<file path="src/rtl/fifo_pkg.sv">
// Shared definitions for the FIFO family: read-mode constants and a
// constant-evaluable ceiling log2 used to size pointers and counts.
package fifo_pkg;

   localparam int unsigned FIFO_STD  = 0;
   localparam int unsigned FIFO_FWFT = 1;

   function automatic int unsigned clog2(input int unsigned value);
      int unsigned result;
      result = 0;
      while ((32'd1 << result) < value) begin
         result = result + 1;
      end
      return result;
   endfunction

endpackage

</file>
<file path="src/rtl/fifo_ram.sv">
// Simple dual-port storage array: synchronous write port and
// asynchronous (combinational) read port.
module fifo_ram
   import fifo_pkg::*;
#(
   parameter int unsigned WIDTH = 32,
   parameter int unsigned DEPTH = 16,
   localparam int unsigned AW   = clog2(DEPTH)
) (
   input  logic             clk,
   input  logic             we,
   input  logic [AW-1:0]    waddr,
   input  logic [WIDTH-1:0] wdata,
   input  logic [AW-1:0]    raddr,
   output logic [WIDTH-1:0] rdata
);

   logic [WIDTH-1:0] mem [DEPTH];

   always_ff @(posedge clk) begin
      if (we) begin
         mem[waddr] <= wdata;
      end
   end

   assign rdata = mem[raddr];

endmodule

</file>
<file path="src/rtl/param_fifo.sv">
// Parametrised single-clock FIFO with standard or first-word-fall-through
// read mode, registered threshold flags, sticky error flags and a flush.
module param_fifo
   import fifo_pkg::*;
#(
   parameter int unsigned WIDTH    = 32,
   parameter int unsigned DEPTH    = 16,
   parameter int unsigned FWFT     = FIFO_STD,
   parameter int unsigned AF_LEVEL = DEPTH - 2,
   parameter int unsigned AE_LEVEL = 2,
   localparam int unsigned AW      = clog2(DEPTH)
) (
   input  logic             clk,
   input  logic             reset_n,
   input  logic             clr,
   input  logic             we,
   input  logic [WIDTH-1:0] din,
   input  logic             re,
   output logic [WIDTH-1:0] dout,
   output logic             valid,
   output logic             empty,
   output logic             full,
   output logic             almost_empty,
   output logic             almost_full,
   output logic [AW:0]      count,
   output logic             overflow,
   output logic             underflow
);

   localparam logic [AW:0] AE_CNT  = (AW + 1)'(AE_LEVEL);
   localparam logic [AW:0] AF_CNT  = (AW + 1)'(AF_LEVEL);
   localparam logic [AW:0] ONE     = {{AW{1'b0}}, 1'b1};
   localparam logic        AF_INIT = (AF_LEVEL == 0);

   if (DEPTH < 2 || (DEPTH & (DEPTH - 1)) != 0) begin : g_bad_depth
      $error("param_fifo: DEPTH must be a power of two and at least 2");
   end
   if (!(AE_LEVEL < AF_LEVEL && AF_LEVEL <= DEPTH)) begin : g_bad_levels
      $error("param_fifo: thresholds must satisfy AE_LEVEL < AF_LEVEL <= DEPTH");
   end
   if (FWFT > FIFO_FWFT) begin : g_bad_mode
      $error("param_fifo: FWFT must be FIFO_STD or FIFO_FWFT");
   end

   logic [AW:0]      wr_ptr;
   logic [AW:0]      rd_ptr;
   logic [AW:0]      wr_ptr_nxt;
   logic [AW:0]      rd_ptr_nxt;
   logic [AW:0]      count_nxt;
   logic             rd_ok;
   logic             wr_ok;
   logic [WIDTH-1:0] rd_data;
   logic [WIDTH-1:0] dout_q;
   logic             valid_q;

   always_comb begin
      rd_ok      = re && !empty;
      wr_ok      = we && (!full || rd_ok);
      wr_ptr_nxt = wr_ptr + (wr_ok ? ONE : '0);
      rd_ptr_nxt = rd_ptr + (rd_ok ? ONE : '0);
      count_nxt  = count;
      if (wr_ok && !rd_ok) begin
         count_nxt = count + ONE;
      end else if (rd_ok && !wr_ok) begin
         count_nxt = count - ONE;
      end
   end

   // Flags are computed from next-state pointers/count so they are registered yet current.
   always_ff @(posedge clk or negedge reset_n) begin
      if (!reset_n) begin
         wr_ptr       <= '0;
         rd_ptr       <= '0;
         count        <= '0;
         empty        <= 1'b1;
         full         <= 1'b0;
         almost_empty <= 1'b1;
         almost_full  <= AF_INIT;
         overflow     <= 1'b0;
         underflow    <= 1'b0;
         valid_q      <= 1'b0;
         dout_q       <= '0;
      end else if (clr) begin
         wr_ptr       <= '0;
         rd_ptr       <= '0;
         count        <= '0;
         empty        <= 1'b1;
         full         <= 1'b0;
         almost_empty <= 1'b1;
         almost_full  <= AF_INIT;
         overflow     <= 1'b0;
         underflow    <= 1'b0;
         valid_q      <= 1'b0;
      end else begin
         wr_ptr       <= wr_ptr_nxt;
         rd_ptr       <= rd_ptr_nxt;
         count        <= count_nxt;
         empty        <= (wr_ptr_nxt == rd_ptr_nxt);
         full         <= (wr_ptr_nxt == {~rd_ptr_nxt[AW], rd_ptr_nxt[AW-1:0]});
         almost_empty <= (count_nxt <= AE_CNT);
         almost_full  <= (count_nxt >= AF_CNT);
         overflow     <= overflow | (we && !wr_ok);
         underflow    <= underflow | (re && !rd_ok);
         valid_q      <= rd_ok;
         if (rd_ok) begin
            dout_q <= rd_data;
         end
      end
   end

   fifo_ram #(
      .WIDTH(WIDTH),
      .DEPTH(DEPTH)
   ) u_ram (
      .clk  (clk),
      .we   (wr_ok && !clr),
      .waddr(wr_ptr[AW-1:0]),
      .wdata(din),
      .raddr(rd_ptr[AW-1:0]),
      .rdata(rd_data)
   );

   if (FWFT == FIFO_FWFT) begin : g_fwft
      // Storage is not reset, so the head word is masked to zero while empty.
      assign dout  = empty ? '0 : rd_data;
      assign valid = !empty;
   end else begin : g_std
      assign dout  = dout_q;
      assign valid = valid_q;
   end

endmodule

</file>
<file path="config.mk">
export PLATFORM = sky130hd
export DESIGN_NAME = param_fifo
export DESIGN_NICKNAME = d
export VERILOG_FILES = /design/src/rtl/fifo_pkg.sv /design/src/rtl/fifo_ram.sv /design/src/rtl/param_fifo.sv
export SDC_FILE = /design/constraint.sdc
export NUM_CORES = 1
export LEC_CHECK = 0
export CORE_MARGIN = 10
export CORE_UTILIZATION = 60
export CTS_CLUSTER_SIZE = 25
export DETAILED_ROUTE_END_ITERATION = 7
export GPL_TIMING_DRIVEN = 0
export PLACE_DENSITY = 0.75
export SLEW_MARGIN = 20
export SYNTH_ARGS = -nofsm -noshare
export SYNTH_HDL_FRONTEND = slang
export SYNTH_SLANG_ARGS = --single-unit
</file>
<file path="constraint.sdc">
create_clock -name clk -period 4.3 [get_ports clk]
set_clock_uncertainty 0.05 [all_clocks]
set_input_delay 1.29 -clock clk [delete_from_list [all_inputs] [get_ports clk]]
set_output_delay 1.29 -clock clk [all_outputs]
set_load 0.01 [all_outputs]
</file>
==> results of run 1 <==
## power by group through the flow
stage / clock network, W / registers [W] / logic [W]
detailed placement: 0 / 0.00648 / 0.00149
finish: 0.00480 / 0.00637 / 0.00148
floorplan: 0 / 0.00650 / 0.000742
global route: 0.00506 / 0.00639 / 0.00160
CTS: 0.00485 / 0.00637 / 0.00151
global placement: 0 / 0.00648 / 0.00144
## worst reg2reg max path: cells and delay by family, from the launching register on
family,cells,cell delay [ns]
buffers and inverters,2,1.31
AO/OA/AOI/OAI,1,0.34
multiplexers,2,0.74
flip-flops,1,0.41
## state kept, by name, summed over array words and instances, names as in the netlist, 5 cells and up
register and flops:
dout 32, rd_ptr 5, u_ram.mem 512, wr_ptr 5, count 5
## area by class of cell
type	count	area share, %
clock buffer	72	5.78
antenna	1	0.00977
tap	461	2.25
timing repair buffer	108	5.55
sequential	566	65.3
multi-input combinational	355	18.7
buffer	55	0.997
clock inverter	28	1.23
inverter	7	0.103
## metal layers
| layer | up-vias | share of wire, % | GRT usage, % |
|---|---|---|---|
| met5 | - | 0 | 0 |
| met1 | 5686 | 39 | 29.1 |
| met3 | 95 | 8.2 | 4.80 |
| met4 | 0 | 3.0 | 8.31 |
| li1 | 4446 | - | - |
| met2 | 496 | 50 | 35.4 |
## logic make-up (layout without fill, tap and decap cells)
family	after synthesis	count (layout)	share of synthesized area, %
adder cells (fa/ha/maj)	6	6	0.346
multiplexers	193	193	16.5
flip-flops	566	566	77.2
XOR/XNOR	15	15	0.606
AO/OA/AOI/OAI	48	48	1.99
AND/OR/NAND/NOR	93	93	2.09
other	0	1	0
buffers and inverters	62	270	1.30
## synthesized netlist by cell type, types with 5 or more instances
library cell  instances
a221o_1              32
buf_2                12
clkbuf_1             33
dfrtp_1              52
edfxtp_1            512
ha_1                  6
inv_1                 7
mux2_2               32
mux2i_1              33
mux4_2              128
nand2_1               5
nor2_1               29
nor2b_1               6
nor3_1               37
xnor2_1               8
xor2_1                7
## final timing paths
check                                          from                          to  slack [ns]  depth (start not counted)
worst max-delay path                             re  u_ram.mem[12][9]$_DFFE_PP_        0.69                          7
worst min-delay path             overflow$_DFF_PN0_          overflow$_DFF_PN0_        0.45                          2
worst max register to register  rd_ptr[1]$_DFF_PN0_        dout[14]$_DFFE_PN0P_        1.33                          5
worst min register to register   overflow$_DFF_PN0_          overflow$_DFF_PN0_        0.45                          2
max in group asynchronous                   reset_n             empty$_DFF_PN1_        3.02                          2
min in group asynchronous                   reset_n          count[1]$_DFF_PN0_        0.59                          1
## stage by stage
step	util (%)	instances	setup WS (ns)	hold WS, ns
global placement	64.9	1524	-1.86	0.431
CTS	72.0	1652	0.698	0.461
detailed placement	66.9	1552	0.0472	0.446
global route	72.0	1653	0.554	0.481
finish	72.0	1653	0.691	0.447
floorplan	-	983	0.410	0.462
==> results.cfg, run 1 <==
[synth]
synth.net_count = 1026
yosysSeqAreaShare_pct = 77.2
netlist_area_um2 = 21700
synth_cell_types = 39
ys_async_sr_fraction_pct = 9.54
synth_seq_cells = 566
yosysTopAreaCellShare_pct = 70.9
synth_edf_count = 512
synthTopCellsByArea = edfxtp_1 (71%), mux4_2 (13%), dfrtp_1 (6.0%), mux2_2 (1.7%), mux2i_1 (1.5%)
synthCells = 983
yosysTopAreaCell = edfxtp_1
avgSynthCellArea_um2 = 22.0
ys_warn_count = 0
ys.flop_type = edfxtp_1

[layout]
num-fill-cells = 2055
nets = 1189
fin_area_um2 = 25600
drive_gt1_share_pct = 25.8
layout_commonest_cell = edfxtp_1
final_cell_mix = edfxtp_1 (512), mux4_2 (128), clkdlybuf4s50_1 (79)
register_area_um2 = 16700
syn_to_final_growth_pct = 18.1
multi_input_area_um2 = 4800

[worst_setup_path]
cp_top_family = simple AND/OR/NAND/NOR gates
arrival_ns = 3.85
endpoint_kind = flip-flop
critPathSlowestCell = nor2_4
critPathBufInv = 3
cp_cell_sequence = clkdlybuf4s50_1, nand2b_1, inv_1, o211ai_1, or3_1, nor2_4, buf_16
worstPathMaxFanout = 17
critPathKind = primary input to flip-flop
max_stage_delay_ns = 0.65
start_kind = primary input
required_ns = 4.54

[hold_path]
hp-class = flip-flop to flip-flop

[floorplanning]
fp.dieW_um = 210
initial_core_util_pct = 60.9
core_um2 = 35600
num_rows = 69
die_h_um = 210
ios = 81
dieArea_um2 = 44100

[cts]
path_clk_slew_ns = 0.06
htreeDepth = 2
cts_inserted_buffers = 53
cts_setup_buffers = 0
cts.sinks = 566
cts_tree = yes
cts_hold_buf = 0
cts_buffer_depth = 3
cts_root_buf = clkbuf_16
clock_latency_ns = 0.59
ctsResizeCount = 0

[grt]
antenna_found_initial = 1
grt_max_degree = 30
overflow = 0
track_usage_pct = 22.0
grt_pass1_vias = 11335
grt_first_pass_wirelength_mm = 72.3

[routing]
totalWireLength_mm = 47.6
drt_iter0_drc = 1115
first_pass_iters = 5
num_vias = 10723
drc = 0
wire_per_inst_um = 28.8
ant_nets = 0
via_per_inst = 6.49

[power]
total_power_w = 0.0126
seqPwrFrac_pct = 50.4
power_density_nw_per_um2 = 494
power_frac_clock_pct = 37.9
power.switching_w = 0.00278
comb_power_share_pct = 11.7
p_sw_share_pct = 22.0
max-vdd-ir-drop_uv = 376
leakage_nw = 8.13
internal-power_w = 0.00986

[placed_design]
hpwl_mm = 29.6
placed_cell_area_um2 = 23800
portBuffers = 80
place_congestion = 0.746

[flow_run]
drv_cap = 0

[timing]
setup_viol = 0
finalHoldViolCount = 0
tns_ns = 0
slew_viol_final = 0
worst_slew_pin_slew_ns = 1.09
fin_crit_ns = 3.61
timing.final.crit_share_pct = 83.9
slew_headroom_pct = 27.0
rsz0062_at_grt = no
fmax_mhz = 277

[run_status]
status = complete, no violations
(Power assumes the default switching activity.)
==> run 2: changes to the inputs <==
==> constraint.sdc (replaced) <==
create_clock -name clk -period 3.7 [get_ports clk]
set_clock_uncertainty 0.05 [all_clocks]
set_input_delay 1.11 -clock clk [delete_from_list [all_inputs] [get_ports clk]]
set_output_delay 1.11 -clock clk [all_outputs]
set_load 0.01 [all_outputs]
==> results of run 2 <==
Same layout as run 1 (identical final DEF). Status: complete, no violations.
Among the figures that moved: setup slack after placement 0.0472 ns -> -0.373 ns; setup slack after layout 0.691 ns -> 0.271 ns; hold slack 0.447 ns -> 0.407 ns; register-to-register setup slack 1.33 ns -> 0.73 ns; total power 0.0126 W -> 0.0147 W; worst IR drop on VDD 376 uV -> 438 uV
==> run 3: changes to the inputs <==
--- a/config.mk
+++ b/config.mk
@@ -11,6 +11,7 @@
 export DETAILED_ROUTE_END_ITERATION = 7
 export GPL_TIMING_DRIVEN = 0
 export PLACE_DENSITY = 0.75
+export RECOVER_POWER = 25
 export SLEW_MARGIN = 20
 export SYNTH_ARGS = -nofsm -noshare
 export SYNTH_HDL_FRONTEND = slang
==> run 3 against run 2 <==
- largest power group unchanged
- first-iteration DRC count increased by 1.2%
- clock power about the same
- final cell count unchanged
- the flow now finishes with violations (capacitance limit, slew limit)
- utilization decreased by 0.053 points
- critical path type unchanged
==> results.cfg, run 3 (synthesis gave the netlist of run 1 again) <==
[run_status]
status = complete, but fails checks
violations = capacitance limit, slew limit

[routing]
num_vias = 10713
via_per_inst = 6.48
first_pass_iters = 5
totalWireLength_mm = 47.5
wire_per_inst_um = 28.8
ant_nets = 0
drt_iter0_drc = 1128
drc = 0

[worst_setup_path]
critPathSlowestCell = nor2_4
reg2reg_from = rd_ptr[1]$_DFF_PN0_
max_stage_delay_ns = 0.65
cp_top_family = simple AND/OR/NAND/NOR gates
arrival_ns = 3.67
worstPathMaxFanout = 17
reg2reg_slack_ns = 0.75
worstSetupStartpoint = re
start_kind = primary input
critPathBufInv = 3
required_ns = 3.94
critPathKind = primary input to flip-flop
endpoint_kind = flip-flop
cp_cell_sequence = clkdlybuf4s50_1, nand2b_1, inv_1, o211ai_1, or3_1, nor2_4, buf_16

[timing]
setup_viol = 0
fin_crit_ns = 3.43
tns_ns = 0
setup_slack_ns = 0.273
rsz0062_at_grt = no
worst_slew_pin_slew_ns = 1.69
finalHoldViolCount = 0
slew_viol_final = 27
timing.final.crit_share_pct = 92.6
fmax_mhz = 292
slew_headroom_pct = -12.7

[cts]
cts_root_buf = clkbuf_16
cts_hold_buf = 0
path_clk_slew_ns = 0.06
cts_inserted_buffers = 53
cts.sinks = 566
cts_buffer_depth = 3
htreeDepth = 2
ctsResizeCount = 0
cts_setup_buffers = 0
cts_tree = yes
clock_latency_ns = 0.59

[floorplanning]
fp.dieW_um = 210
dieArea_um2 = 44100
num_rows = 69
die_h_um = 210
initial_core_util_pct = 60.9
core_um2 = 35600
ios = 81

[power]
power_frac_clock_pct = 37.9
power.switching_w = 0.00323
p_sw_share_pct = 22.0
max-vdd-ir-drop_uv = 437
comb_power_share_pct = 11.7
seqPwrFrac_pct = 50.4
power_density_nw_per_um2 = 574
internal-power_w = 0.0115
leakage_nw = 8.12

[grt]
overflow = 0
track_usage_pct = 22.0
grt_first_pass_wirelength_mm = 72.3
antenna_found_initial = 1
grt_pass1_vias = 11335
grt_max_degree = 30

[layout]
drive_gt1_share_pct = 25.7
nets = 1189
syn_to_final_growth_pct = 18.1
final_cell_mix = edfxtp_1 (512), mux4_2 (128), clkdlybuf4s50_1 (63)
largest_reg_flops = 512
regMostFlops = u_ram.mem
layout_commonest_cell = edfxtp_1

[placed_design]
portBuffers = 80
place_congestion = 0.746
pre_cts_ws_ns = -0.373
hpwl_mm = 29.6

[hold_path]
hp-start = overflow$_DFF_PN0_
hp-class = flip-flop to flip-flop

[flow_run]
drv_cap = 1
[run 3: cell count changes in the layout (fill, tap and decap cells not counted), sizes merged]
cell / previous run / this run
buf: 51 / 49
clkdlybuf4s50: 79 / 63
dlygate4sd3: 0 / 16
clkbuf: 105 / 107
[run 3: path summary, 6_finish.rpt]
path | cells after the start | to
hold reg to reg | 2 | overflow$_DFF_PN0_
setup reg to reg | 6 | dout[13]$_DFFE_PN0P_
min in group asynchronous | 1 | wr_ptr[3]$_DFF_PN0_
setup / recovery | 7 | u_ram.mem[12][9]$_DFFE_PP_
hold / removal | 2 | overflow$_DFF_PN0_
max in group asynchronous | 2 | dout[3]$_DFFE_PN0P_
[run 3: power groups by stage]
stage	combinational, W	sequential [W]	clock [W]
2_1_floorplan	0.000862	0.00755	0
3_3_place_gp	0.00167	0.00753	0
3_5_place_dp	0.00174	0.00753	0
4_1_cts	0.00175	0.00740	0.00563
5_1_grt	0.00185	0.00742	0.00589
6_report	0.00171	0.00740	0.00557
[run 3: final cells by class]
class | count | area [um^2]
antenna | 1 | 2.50
multi-input combinational | 355 | 4800
buffer | 55 | 255
clock buffer | 72 | 1480
sequential | 566 | 16700
inverter | 7 | 26.3
clock inverter | 28 | 315
tap | 461 | 577
fill | 2059 | 9980
timing repair buffer | 108 | 1400
[run 3: worst register-to-register path: cells and delay by family, from the launching register on]
family | cells | cell delay, ns
buffers and inverters | 2 | 1.42
multiplexers | 2 | 0.58
flip-flops | 1 | 0.41
AO/OA/AOI/OAI | 1 | 0.31
AND/OR/NAND/NOR | 1 | 0.07
[run 3: layer usage]
layer	global-route usage (%)	up-vias	part of all wire, %
li1	-	4446	-
met3	4.80	105	7.8
met1	29.1	5659	39
met4	8.31	0	3.2
met2	35.4	503	50
met5	0	-	0
[run 3: per-stage QoR]
step                hold WS, ns  utilization (%)  power [W]  cell area, um^2  instances
CTS                       0.401             72.0     0.0148            25600       1652
global placement          0.431             64.9    0.00920            23100       1524
detailed placement        0.446             66.9    0.00926            23800       1552
floorplan                 0.462                -    0.00842            21700        983
global route              0.481             71.9     0.0152            25600       1653
finish                    0.447             71.9     0.0147            25600       1653
